`config.mk`:
```
export PLATFORM = sky130hd
export DESIGN_NAME = uart_rx
export DESIGN_NICKNAME = d
export VERILOG_FILES = /design/src/rtl/uart_rx.sv
export SDC_FILE = /design/constraint.sdc
export NUM_CORES = 1
export LEC_CHECK = 0
export ABC_CLOCK_PERIOD_IN_PS = 3300
export CELL_PAD_IN_SITES_DETAIL_PLACEMENT = 1
export CELL_PAD_IN_SITES_GLOBAL_PLACEMENT = 1
export CORE_ASPECT_RATIO = 0.8
export CORE_MARGIN = 4
export CORE_UTILIZATION = 47
export CTS_BUF_LIST = sky130_fd_sc_hd__clkbuf_16
export DETAILED_ROUTE_END_ITERATION = 8
export GPL_ROUTABILITY_DRIVEN = 0
export PLACE_DENSITY = 0.85
export SLEW_MARGIN = 30
export SYNTH_ARGS = -nofsm -noshare
export SYNTH_HDL_FRONTEND = slang
export SYNTH_SLANG_ARGS = --single-unit
```
`constraint.sdc`:
```
create_clock -name CLK -period 3.3 [get_ports CLK]
set_clock_uncertainty 0.1 [all_clocks]
set_input_delay 0.66 -clock CLK [delete_from_list [all_inputs] [get_ports CLK]]
set_output_delay 0.66 -clock CLK [all_outputs]
set_load 0.005 [all_outputs]
```
`src/rtl/uart_rx.sv`:
```
// 8N1 UART receiver: 2-flop input synchroniser, bit-timing FSM and a FWFT byte FIFO
// with sticky framing-error and overrun flags.
module uart_rx #(
   parameter int CLKS_PER_BIT = 434,
   parameter int DEPTH        = 4
) (
   input  logic       CLK,
   input  logic       RST,
   input  logic       uartRxPin,
   input  logic       rdEn,
   input  logic       errClr,
   output logic [7:0] rxData,
   output logic       rxValid,
   output logic       frameErr,
   output logic       overrun
);

   localparam int H  = (CLKS_PER_BIT - 1) / 2;
   localparam int CW = $clog2(CLKS_PER_BIT);
   localparam int AW = $clog2(DEPTH);
   localparam logic [CW-1:0] C_BIT  = CW'(CLKS_PER_BIT - 1);
   localparam logic [CW-1:0] C_HALF = CW'(H - 1);

   typedef enum logic [2:0] {
      S_IDLE,
      S_START,
      S_DATA,
      S_STOP,
      S_WAIT_IDLE
   } state_t;

   logic            r_sync1, r_sync2;
   state_t          r_state, w_state_nxt;
   logic [CW-1:0]   r_cnt, w_cnt_nxt;
   logic [2:0]      r_bit_idx, w_bit_nxt;
   logic [7:0]      r_shift, w_shift_nxt;
   logic            w_rxs, w_cnt_zero, w_push, w_frame_set;

   logic [7:0]      r_mem [DEPTH];
   logic [AW:0]     r_wr_ptr, r_rd_ptr;
   logic            w_empty, w_full, w_pop, w_wr, w_ovr_set;
   logic            r_frame_err, r_overrun;

   always_ff @(posedge CLK) begin
      if (RST) begin
         r_sync1 <= 1'b1;
         r_sync2 <= 1'b1;
      end else begin
         r_sync1 <= uartRxPin;
         r_sync2 <= r_sync1;
      end
   end

   assign w_rxs      = r_sync2;
   assign w_cnt_zero = (r_cnt == '0);

   always_ff @(posedge CLK) begin
      if (RST) begin
         r_state   <= S_IDLE;
         r_cnt     <= '0;
         r_bit_idx <= '0;
         r_shift   <= '0;
      end else begin
         r_state   <= w_state_nxt;
         r_cnt     <= w_cnt_nxt;
         r_bit_idx <= w_bit_nxt;
         r_shift   <= w_shift_nxt;
      end
   end

   // Counter counts down to zero; the sample is taken in the cycle it reads zero.
   always_comb begin
      w_state_nxt = r_state;
      w_cnt_nxt   = r_cnt;
      w_bit_nxt   = r_bit_idx;
      w_shift_nxt = r_shift;
      w_push      = 1'b0;
      w_frame_set = 1'b0;
      case (r_state)
         S_IDLE: begin
            if (!w_rxs) begin
               w_cnt_nxt   = C_HALF;
               w_state_nxt = S_START;
            end
         end
         S_START: begin
            if (!w_cnt_zero) begin
               w_cnt_nxt = r_cnt - 1'b1;
            end else if (!w_rxs) begin
               w_cnt_nxt   = C_BIT;
               w_bit_nxt   = '0;
               w_state_nxt = S_DATA;
            end else begin
               w_state_nxt = S_IDLE;
            end
         end
         S_DATA: begin
            if (!w_cnt_zero) begin
               w_cnt_nxt = r_cnt - 1'b1;
            end else begin
               w_shift_nxt = {w_rxs, r_shift[7:1]};
               w_cnt_nxt   = C_BIT;
               if (r_bit_idx == 3'd7) w_state_nxt = S_STOP;
               else                   w_bit_nxt   = r_bit_idx + 3'd1;
            end
         end
         S_STOP: begin
            if (!w_cnt_zero) begin
               w_cnt_nxt = r_cnt - 1'b1;
            end else if (w_rxs) begin
               w_push      = 1'b1;
               w_state_nxt = S_IDLE;
            end else begin
               w_frame_set = 1'b1;
               w_state_nxt = S_WAIT_IDLE;
            end
         end
         S_WAIT_IDLE: begin
            if (w_rxs) w_state_nxt = S_IDLE;
         end
         default: w_state_nxt = S_IDLE;
      endcase
   end

   // Read side: rxData/rxValid present the head; rdEn with rxValid=1 pops at the edge.
   assign w_empty   = (r_wr_ptr == r_rd_ptr);
   assign w_full    = (r_wr_ptr[AW] != r_rd_ptr[AW]) &&
                      (r_wr_ptr[AW-1:0] == r_rd_ptr[AW-1:0]);
   assign w_pop     = rdEn && !w_empty;
   assign w_wr      = w_push && (!w_full || w_pop);
   assign w_ovr_set = w_push && w_full && !w_pop;

   always_ff @(posedge CLK) begin
      if (w_wr) r_mem[r_wr_ptr[AW-1:0]] <= r_shift;
   end

   always_ff @(posedge CLK) begin
      if (RST) begin
         r_wr_ptr    <= '0;
         r_rd_ptr    <= '0;
         r_frame_err <= 1'b0;
         r_overrun   <= 1'b0;
      end else begin
         if (w_wr)  r_wr_ptr <= r_wr_ptr + 1'b1;
         if (w_pop) r_rd_ptr <= r_rd_ptr + 1'b1;
         if (w_frame_set)  r_frame_err <= 1'b1;
         else if (errClr)  r_frame_err <= 1'b0;
         if (w_ovr_set)    r_overrun   <= 1'b1;
         else if (errClr)  r_overrun   <= 1'b0;
      end
   end

   assign rxValid  = !w_empty;
   assign rxData   = w_empty ? 8'h00 : r_mem[r_rd_ptr[AW-1:0]];
   assign frameErr = r_frame_err;
   assign overrun  = r_overrun;

endmodule
```
==> flow_summary.yaml <==
global_routing:
  grtUsageTotal_pct: 19.3
  antenna_found_initial: 0
  grt_pass1_vias: 2216
  gr-total-overflow: 0
  grt_pass1_wl_mm: 11.8
  grt_max_degree: 24
worst_setup_path:
  ff2ff_path_depth: 6
  timing.rr.end: "r_wr_ptr[2]$_SDFFE_PP0P_"
  worstPathArrival_ns: 2.23
  critPathKind: "flop to primary output"
  r2r_start: "r_cnt[1]$_SDFFE_PP0P_"
  cp_top_family: "flip-flops"
  start_kind: "flop"
  cp_cell_sequence: "mux4_2 -> nor2b_1 -> clkdlybuf4s50_1"
  cp_slowest_stage_delay_ns: 0.68
  cp_max_fo: 8
  crit_cells: 3
  slowest_stage: "dfxtp_1"
  worst-path-buf-inv: 1
  cp.required_ns: 2.54
  reg2reg_slack_ns: 0.58
  endpoint_kind: "primary output"
clock_tree:
  post_cts_buffers: 0
  h-tree-depth: 3
  cts_hold_buf: 0
  cts.sinks: 67
  clk_latency_ns: 0.33
  clk_pin_slew_ns: 0.05
  cts_made_buffers: 9
  cts_tree: "yes"
  cts-resized-gates: 0
  root_buffer: "clkbuf_16"
  ctsLongestPathBuffers: 2
logic_synthesis:
  ys_seq_elements: 67
  yosys.area_share.simple_pct: 16.9
  synth_cell_types: 57
  synth_compound_area_share_pct: 10.5
  syn_nets: 274
  synthMuxAreaShare_pct: 9.80
  synthXorXnorAreaFrac_pct: 2.25
  ys_seq_area_share_pct: 53.3
  synth_area_per_cell_sq_um: 11.9
  ys_warn_count: 0
  synth_top_family_by_area: "simple AND/OR/NAND/NOR gates"
  synthAdderAreaFrac_pct: 3.21
  synth-edff-count: 32
  ys_top_cells_by_area: "edfxtp_1, dfxtp_1, mux4_2"
  postSynth.asyncResetShare_pct: 0
  synth_top_area_cell: "edfxtp_1"
  synthCells: 261
  synthFlopType: "dfxtp_1"
  synthesis.area_sq_um: 3120
  synth_top_area_share_pct: 30.8
timing:
  setup_tns_ns: 0
  period_share_pct: 90.7
  relSlewSlack_pct: 42.3
  maxSlewViolCount: 0
  worst_pin_slew_ns: 0.863
  max_freq_mhz: 334
  min_period_ns: 2.99
  setup_violations: 0
  hold_viol: 0
  rsz0062_at_grt: "false"
  setup_ws_ns: 0.307
layout:
  nets: 287
  num_antenna_cells: 0
  final_area_sq_um: 3650
  drive_above_1_share_pct: 15.8
  fin_cells: 363
  utilization_pct: 57.0
  area_growth_pct: 17.3
  nFillCells: 660
worst_hold_path:
  hold_class: "flop to flop"
  hold_depth: 1
  worstHoldStart: "r_sync1$_SDFF_PP1_"
  whs_endpoint: "r_sync2$_SDFF_PP1_"
route:
  vias: 2111
  drtIter0Drc: 111
  post_drt_wl_per_cell_um: 19.2
  postRouteAntennaNets: 0
  wirelength_mm: 6.98
  dr.pass1.iters: 4
  drc: 0
  routed_via_density: 5.82
placement:
  hpwl_mm: 4.71
  place_worst_setup_slack_ns: 0.596
  placed_area_sq_um: 3310
  dpl.cell_count: 347
  portBuffers: 15
die:
  rows: 26
  ioPinCount: 16
  die-area_sq_um: 8000
  die_w_um: 99.0
  core_sq_um: 6410
  initial_utilization_pct: 48.6
  die-height_um: 80.8
power:
  p_leak_nw: 1.34
  ir_worst_vdd_v: 0.000407
  p_per_area_nw_per_um2: 590
run_status:
  status: "finished clean"
run:
  maxCapViolCount: 0
where the power goes:
| part | switching [W] | internal (W) |
|---|---|---|
| clock | 0.000360 | 0.000736 |
| combinational | 0.000106 | 0.0000578 |
| sequential | 0.0000206 | 0.000875 |
worst register-to-register path, cell delays in order (launching register included):
cell and delay, ns:
dfxtp_1 0.32, inv_1 0.08, ha_1 0.30, or4b_1 0.67
nor4_4 0.45, and3_4 0.37, mux2_4 0.32
layout make-up:
type	instances	area, sq um	share of cell area (%)
clock buffer	9	225	6.16
clock inverter	7	115	3.15
inverter	12	45.0	1.23
multi-input combinational	167	1340	36.6
sequential	67	1660	45.5
tap	84	105	2.88
timing repair buffer	17	165	4.52
stage by stage:
step                      hold WS (ns)  power, W
final                            0.312   0.00216
after CTS                        0.316   0.00217
after detailed placement         0.302   0.00107
after global routing             0.336   0.00224
after global placement           0.292   0.00107
after floorplan                  0.289   0.00104
placed cells by master (no fill, tap or decap), types with 3 or more instances in the layout:
master / netlist / final
xnor2_1: 3 / 3
and3_2: 3 / 3
ha_1: 8 / 8
clkdlybuf4s50_1: 0 / 15
nand2b_1: 6 / 6
mux4_2: 8 / 8
clkbuf_16: 0 / 9
bufinv_16: 0 / 3
nor4_1: 4 / 4
mux2i_1: 11 / 11
nor2_1: 22 / 22
dfxtp_1: 35 / 35
nor2b_1: 11 / 11
edfxtp_1: 32 / 32
a211oi_1: 3 / 3
o21ai_0: 4 / 4
inv_1: 12 / 12
xor2_1: 5 / 5
a2111oi_0: 3 / 3
nand3_1: 9 / 9
a21oi_1: 14 / 14
nor3_1: 9 / 8
cells by family after synthesis:
| group | after synthesis |
|---|---|
| AOI/OAI and AO/OA | 44 |
| xor gates and xnor gates | 8 |
| adders and majority gates | 8 |
| buffers and inverters | 27 |
| DFF | 67 |
| muxes | 20 |
| and+or+nand+nor | 87 |
routing by layer:
metal	share of wire (%)	track usage (%)	vias up
met5	0	0	-
met4	1.3	7.09	0
met3	3.8	4.46	8
met2	49	32.5	38
met1	46	24.6	1065
li1	-	-	1000
flip-flops by register name (all words and copies together), names as in the netlist, named ones only:
name       cells
frameErr       1
overrun        1
r_cnt          9
r_bit_idx      3
r_sync2        1
r_shift        8
r_state        3
r_sync1        1
r_mem         32
r_wr_ptr       3
r_rd_ptr       3
Yosys cell counts (all sizes together) (3+ instances only):
cell type / instances
mux4: 8
inv: 12
o21ai: 5
nor2: 22
ha: 8
edfxtp: 32
nor4: 6
nand3: 9
a21oi: 14
mux2i: 11
or4: 3
xor2: 5
a2111oi: 5
buf: 5
a211oi: 3
and3: 4
nor3: 9
xnor2: 3
nand2b: 6
nor2b: 11
dfxtp: 35
clkbuf: 10
worst max path at each step:
stage / from / end / slack [ns]
6_report: flop / rxData[2] / 0.31
5_1_grt: flop / rxData[1] / 0.17
4_1_cts: flop / rxData[2] / 0.26
3_5_place_dp: r_cnt[0]$_SDFFE_PP0P_ / r_wr_ptr[2]$_SDFFE_PP0P_ / 0.60
3_3_place_gp: r_wr_ptr[1]$_SDFFE_PP0P_ / rxData[3] / 0.53
2_1_floorplan: r_cnt[0]$_SDFFE_PP0P_ / r_wr_ptr[2]$_SDFFE_PP0P_ / 0.98
No activity file was read; power rests on OpenSTA's default activity.
